## config.mk

```make
export PLATFORM = sky130hd
export DESIGN_NAME = decode_queue
export DESIGN_NICKNAME = d
export VERILOG_FILES = /design/src/rtl/decode_queue.sv
export SDC_FILE = /design/constraint.sdc
export NUM_CORES = 1
export LEC_CHECK = 0
export BUFFER_PORTS_ARGS = -buffer_cell sky130_fd_sc_hd__buf_2
export CAP_MARGIN = 20
export CORE_MARGIN = 5
export CORE_UTILIZATION = 59
export DETAILED_ROUTE_END_ITERATION = 10
export MAX_ROUTING_LAYER = met4
export PLACE_DENSITY = 0.8
export SLEW_MARGIN = 25
export SYNTH_ARGS = -nofsm -noshare
export SYNTH_HDL_FRONTEND = slang
export SYNTH_SLANG_ARGS = --single-unit
```

## constraint.sdc

```tcl
create_clock -name clk -period 5.1 [get_ports clk]
set_input_delay 0.765 -clock clk [delete_from_list [all_inputs] [get_ports clk]]
set_output_delay 0.765 -clock clk [all_outputs]
set_load 0.005 [all_outputs]
```

## src/rtl/decode_queue.sv

```systemverilog
// Instruction decode queue: decodes each fetched word at enqueue and buffers
// the decoded result in a DEPTH-entry FIFO between fetch and issue.
module decode_queue #(
   parameter int XLEN  = 32,
   parameter int DEPTH = 4
) (
   input  logic                     clk,
   input  logic                     rst,
   input  logic                     flush,
   input  logic                     in_valid,
   output logic                     in_ready,
   input  logic [31:0]              in_instr,
   input  logic [XLEN-1:0]          in_pc,
   output logic                     out_valid,
   input  logic                     out_ready,
   output logic [XLEN-1:0]          out_pc,
   output logic [31:0]              out_instr,
   output logic [6:0]               out_opcode,
   output logic [4:0]               out_rd,
   output logic [4:0]               out_rs1,
   output logic [4:0]               out_rs2,
   output logic [2:0]               out_funct3,
   output logic [6:0]               out_funct7,
   output logic [XLEN-1:0]          out_imm,
   output logic [2:0]               out_fmt,
   output logic                     out_illegal,
   output logic [$clog2(DEPTH):0]   count
);

   localparam int AW = $clog2(DEPTH);
   localparam logic [AW:0] FULL_CNT = (AW+1)'(DEPTH);

   logic [AW-1:0]   rd_ptr_q, rd_ptr_d;
   logic [AW-1:0]   wr_ptr_q, wr_ptr_d;
   logic [AW:0]     count_q, count_d;
   logic            push, pop;

   logic [XLEN-1:0] pc_mem_q    [DEPTH];
   logic [31:0]     instr_mem_q [DEPTH];
   logic [XLEN-1:0] imm_mem_q   [DEPTH];
   logic [2:0]      fmt_mem_q   [DEPTH];
   logic            ill_mem_q   [DEPTH];

   logic [6:0]      dec_op;
   logic [2:0]      dec_fmt;
   logic [63:0]     dec_imm64;
   logic [XLEN-1:0] dec_imm;
   logic            dec_illegal;

   assign in_ready  = (count_q != FULL_CNT);
   assign out_valid = (count_q != '0);
   assign push      = in_valid & in_ready & ~flush;
   assign pop       = out_valid & out_ready & ~flush;

   // Immediates are built at 64 bits and truncated so one expression serves both XLENs.
   assign dec_op = in_instr[6:0];
   always_comb begin
      dec_fmt   = 3'd7;
      dec_imm64 = '0;
      case (dec_op)
         7'b0000011, 7'b0010011, 7'b1100111, 7'b0000111,
         7'b1110011, 7'b0011011, 7'b0001111: begin
            dec_fmt   = 3'd1;
            dec_imm64 = {{52{in_instr[31]}}, in_instr[31:20]};
         end
         7'b0100011, 7'b0100111: begin
            dec_fmt   = 3'd2;
            dec_imm64 = {{52{in_instr[31]}}, in_instr[31:25], in_instr[11:7]};
         end
         7'b1100011: begin
            dec_fmt   = 3'd3;
            dec_imm64 = {{51{in_instr[31]}}, in_instr[31], in_instr[7],
                         in_instr[30:25], in_instr[11:8], 1'b0};
         end
         7'b0110111, 7'b0010111: begin
            dec_fmt   = 3'd4;
            dec_imm64 = {{32{in_instr[31]}}, in_instr[31:12], 12'b0};
         end
         7'b1101111: begin
            dec_fmt   = 3'd5;
            dec_imm64 = {{43{in_instr[31]}}, in_instr[31], in_instr[19:12],
                         in_instr[20], in_instr[30:21], 1'b0};
         end
         7'b0110011, 7'b0111011, 7'b0101111, 7'b1010011: dec_fmt = 3'd0;
         7'b1000011, 7'b1000111, 7'b1001011, 7'b1001111: dec_fmt = 3'd6;
         default: dec_fmt = 3'd7;
      endcase
   end
   assign dec_imm = dec_imm64[XLEN-1:0];

   // The W-variant opcodes only exist on RV64.
   assign dec_illegal = (in_instr[1:0] != 2'b11) || (dec_fmt == 3'd7) ||
                        ((XLEN == 32) && ((dec_op == 7'b0111011) || (dec_op == 7'b0011011))) ||
                        (in_instr == 32'h0000_0000) || (in_instr == 32'hFFFF_FFFF);

   always_comb begin
      rd_ptr_d = rd_ptr_q;
      wr_ptr_d = wr_ptr_q;
      count_d  = count_q;
      if (push) wr_ptr_d = wr_ptr_q + AW'(1);
      if (pop)  rd_ptr_d = rd_ptr_q + AW'(1);
      if (push && !pop)      count_d = count_q + 1'b1;
      else if (pop && !push) count_d = count_q - 1'b1;
   end

   always_ff @(posedge clk) begin
      if (rst || flush) begin
         rd_ptr_q <= '0;
         wr_ptr_q <= '0;
         count_q  <= '0;
      end else begin
         rd_ptr_q <= rd_ptr_d;
         wr_ptr_q <= wr_ptr_d;
         count_q  <= count_d;
      end
   end

   for (genvar gi = 0; gi < DEPTH; gi++) begin : g_entry
      always_ff @(posedge clk) begin
         if (rst) begin
            pc_mem_q[gi]    <= '0;
            instr_mem_q[gi] <= '0;
            imm_mem_q[gi]   <= '0;
            fmt_mem_q[gi]   <= '0;
            ill_mem_q[gi]   <= 1'b0;
         end else if (push && (wr_ptr_q == AW'(gi))) begin
            pc_mem_q[gi]    <= in_pc;
            instr_mem_q[gi] <= in_instr;
            imm_mem_q[gi]   <= dec_imm;
            fmt_mem_q[gi]   <= dec_fmt;
            ill_mem_q[gi]   <= dec_illegal;
         end
      end
   end

   assign out_pc      = pc_mem_q[rd_ptr_q];
   assign out_instr   = instr_mem_q[rd_ptr_q];
   assign out_imm     = imm_mem_q[rd_ptr_q];
   assign out_fmt     = fmt_mem_q[rd_ptr_q];
   assign out_illegal = ill_mem_q[rd_ptr_q];
   assign out_opcode  = out_instr[6:0];
   assign out_rd      = out_instr[11:7];
   assign out_funct3  = out_instr[14:12];
   assign out_rs1     = out_instr[19:15];
   assign out_rs2     = out_instr[24:20];
   assign out_funct7  = out_instr[31:25];
   assign count       = count_q;

endmodule

```

==> flow_summary.toml <==
[detailed_routing]
wirelength_um = 41990
dr.pass1.iters = 6
antenna_left = 0
viasPerCell = 6.091
vias = 10850
drc = 0
wl_per_cell_um = 23.56
first_iter_violations = 1160

[clocking]
clk-insertion-delay-late_ns = 0.53
cts-resized-gates = 0
clockBufferDepth = 3
htreeDepth = 2
cts.sinks = 409
cts_root_buf = "clkbuf_16"
cts_hold_buf = 0
clkTransAtPathRegs_ns = 0.06
numCtsBuffers = 40
tritoncts = "yes"
post-cts-setup-buffers = 0

[synth]
synth_edf_count = 400
synth_area_mm2 = 0.01850
synth_ff_type = "edfxtp_1"
avgSynthCellArea_um2 = 15.56
yosys.area.top_type_share_pct = 64.93
ys_ff_latch = 409
synth-seq-area-share_pct = 65.90
yosysMostFrequentCell = "edfxtp_1"
netlist_instances = 1189
yosys-top-cells-count = "400 x edfxtp_1, 225 x and2_1, 100 x mux4_2"
synthTopCellsByArea = "edfxtp_1 65%, mux4_2 12%, and2_1 7.6%"
synth_nets = 1264
yosys_warnings = 0
async_reset_ff_share_pct = 0
synth_top_area_cell = "edfxtp_1"
yosysUniqueCellTypes = 59

[pwr]
powerDensity_mw_per_mm2 = 349.4
leakage_nw = 7.813
ir_drop_v = 0.0002140

[floorplanning]
die_y_um = 187.1
core_area_mm2 = 0.03075
fp-row-count = 64
ioPinCount = 206
dieWidth_um = 187.1
dieArea_mm2 = 0.03500
start_util_pct = 60.16

[cells_and_area]
fin_cells = 1782
register_area_mm2 = 0.01220
fillers = 2061
multiInputGateArea_mm2 = 0.005647
area_growth_pct = 13.62
final_util_pct = 68.35
fin_nets = 1424
drive_above_1_share_pct = 30.70

[global_routing]
grt_pass1_wl_um = 65210
grt_overflow_total = 0
antenna_found_initial = 8
grt.met1_usage_pct = 32.30
grt_max_degree = 101
globalRouteMet3Util_pct = 5.524
grt_busiest_layer = "met2"
met2_usage_pct = 39.93
grt_pass1_vias = 11220
grtUsageTotal_pct = 24.59

[timing]
timing.final.crit_share_pct = 64.73
skew_ns = 0.01452
max_freq_ghz = 0.3029
fin_setup_tns_ns = 0
grt_setup_unrepaired = "false"
finalSetupViolations = 0
hold_violations = 0
holdWs_ns = 0.5347
post-route-min-period_ns = 3.301
maxSlewHeadroom_pct = 31.65
drv_slew = 0
tightest_slew_ns = 1.024

[hold_path]
min_delay_path_depth = 2
min_path_type = "flip-flop to flip-flop"

[setup_path]
critPathRequiredTime_ns = 4.34
arrival_ns = 2.54
critPathCaptureType = "primary output"
critPathKind = "flip-flop to primary output"
startpoint_type = "flip-flop"
reg2regPathDepth = 5
path_max_fanout = 24

[place]
gp_congestion = 0.8447
io_buffer_count = 205
place_inst = 1702
place_hpwl_um = 25990

[outcome]
status = "finished, final reports clean"

[job]
maxCapViolations = 0
==> worst paths after layout <==
check / start / to / slack, ns
worst min-delay path: rd_ptr_q[1]$_SDFFE_PP0P_ / rd_ptr_q[1]$_SDFFE_PP0P_ / 0.53
worst max register to register: count[0]$_SDFFE_PP0P_ / imm_mem_q[3][30]$_SDFFCE_PN0P_ / 2.14
worst max-delay path: flip-flop / out_imm[11] / 1.80
worst min register to register: rd_ptr_q[1]$_SDFFE_PP0P_ / rd_ptr_q[1]$_SDFFE_PP0P_ / 0.53
==> area by class of cell <==
cell class	instances	area share (%)
multi-input cells	656	26.87
clock inverters	20	1.060
repair buffers	230	6.161
well taps	396	2.357
flip-flops and latches	409	58.04
inverters	12	0.2143
diodes	8	0.09525
clock buffers	51	5.203
==> where the power goes <==
part           total [mW]  leakage, nW  internal, mW  switching [mW]
Clock                2.97        0.643          1.77            1.21
Combinational       0.493         2.93         0.197           0.296
Sequential           3.88         4.24          3.83          0.0422
Total                7.34         7.81          5.80            1.55
==> routing by layer <==
layer	wire length (µm)	part of all wire [%]	vias to the layer above
met2	21160	50	523
met3	3722	8.9	66
met4	748	1.8	0
met5	0	0	-
met1	16350	39	5481
li1	-	-	4784
==> state kept, by name, indices dropped and copies added, names as in the netlist, named ones only <==
signal	count
imm_mem_q	128
instr_mem_q	128
pc_mem_q	128
fmt_mem_q	12
ill_mem_q	4
count	3
rd_ptr_q	2
wr_ptr_q	2
==> cell usage in the layout, fill, tap and decap left out, types with 4 or more instances in the layout <==
cell type,count
a221oi_1,5
ha_1,5
nand2_2,5
nor2_1,85
nand2b_1,5
inv_1,12
dfxtp_1,7
o21ai_0,74
a211oi_1,6
nor3_1,30
nor2b_1,4
nor3b_4,5
nand3_1,4
buf_2,205
clkbuf_1,7
clkinv_1,6
xor2_1,4
a21oi_1,6
and2_1,225
mux4_2,100
clkbuf_16,41
clkinv_2,7
diode_2,8
o21ai_1,10
nand2_1,27
bufinv_16,5
buf_4,19
edfxtp_1,400
a21o_4,4
==> critical path: stages, from the launching register on <==
cell     delay (ns)
dfxtp_4        0.65
buf_4          0.53
mux4_2         0.64
buf_2          0.16
==> kinds of logic after synthesis <==
family | synth area share [%]
adder cells (fa/ha/maj) | 0.4464
AO/OA/AOI/OAI | 3.984
flip-flops | 65.90
AND/OR/NAND/NOR | 13.25
multiplexers | 12.40
XOR/XNOR | 0.2367
buffers and inverters | 3.781
==> through the flow <==
stage / power, mW / setup slack (ns) / instance area [µm²]
after floorplan: 4.232 / 1.446 / 18500
after global placement: 4.421 / 1.805 / 19610
after detailed placement: 4.445 / 1.687 / 19670
after CTS: 7.380 / 1.729 / 20990
after global routing: 7.580 / 1.583 / 21020
final: 7.344 / 1.799 / 21020
Power figures use the tool's default switching activity.
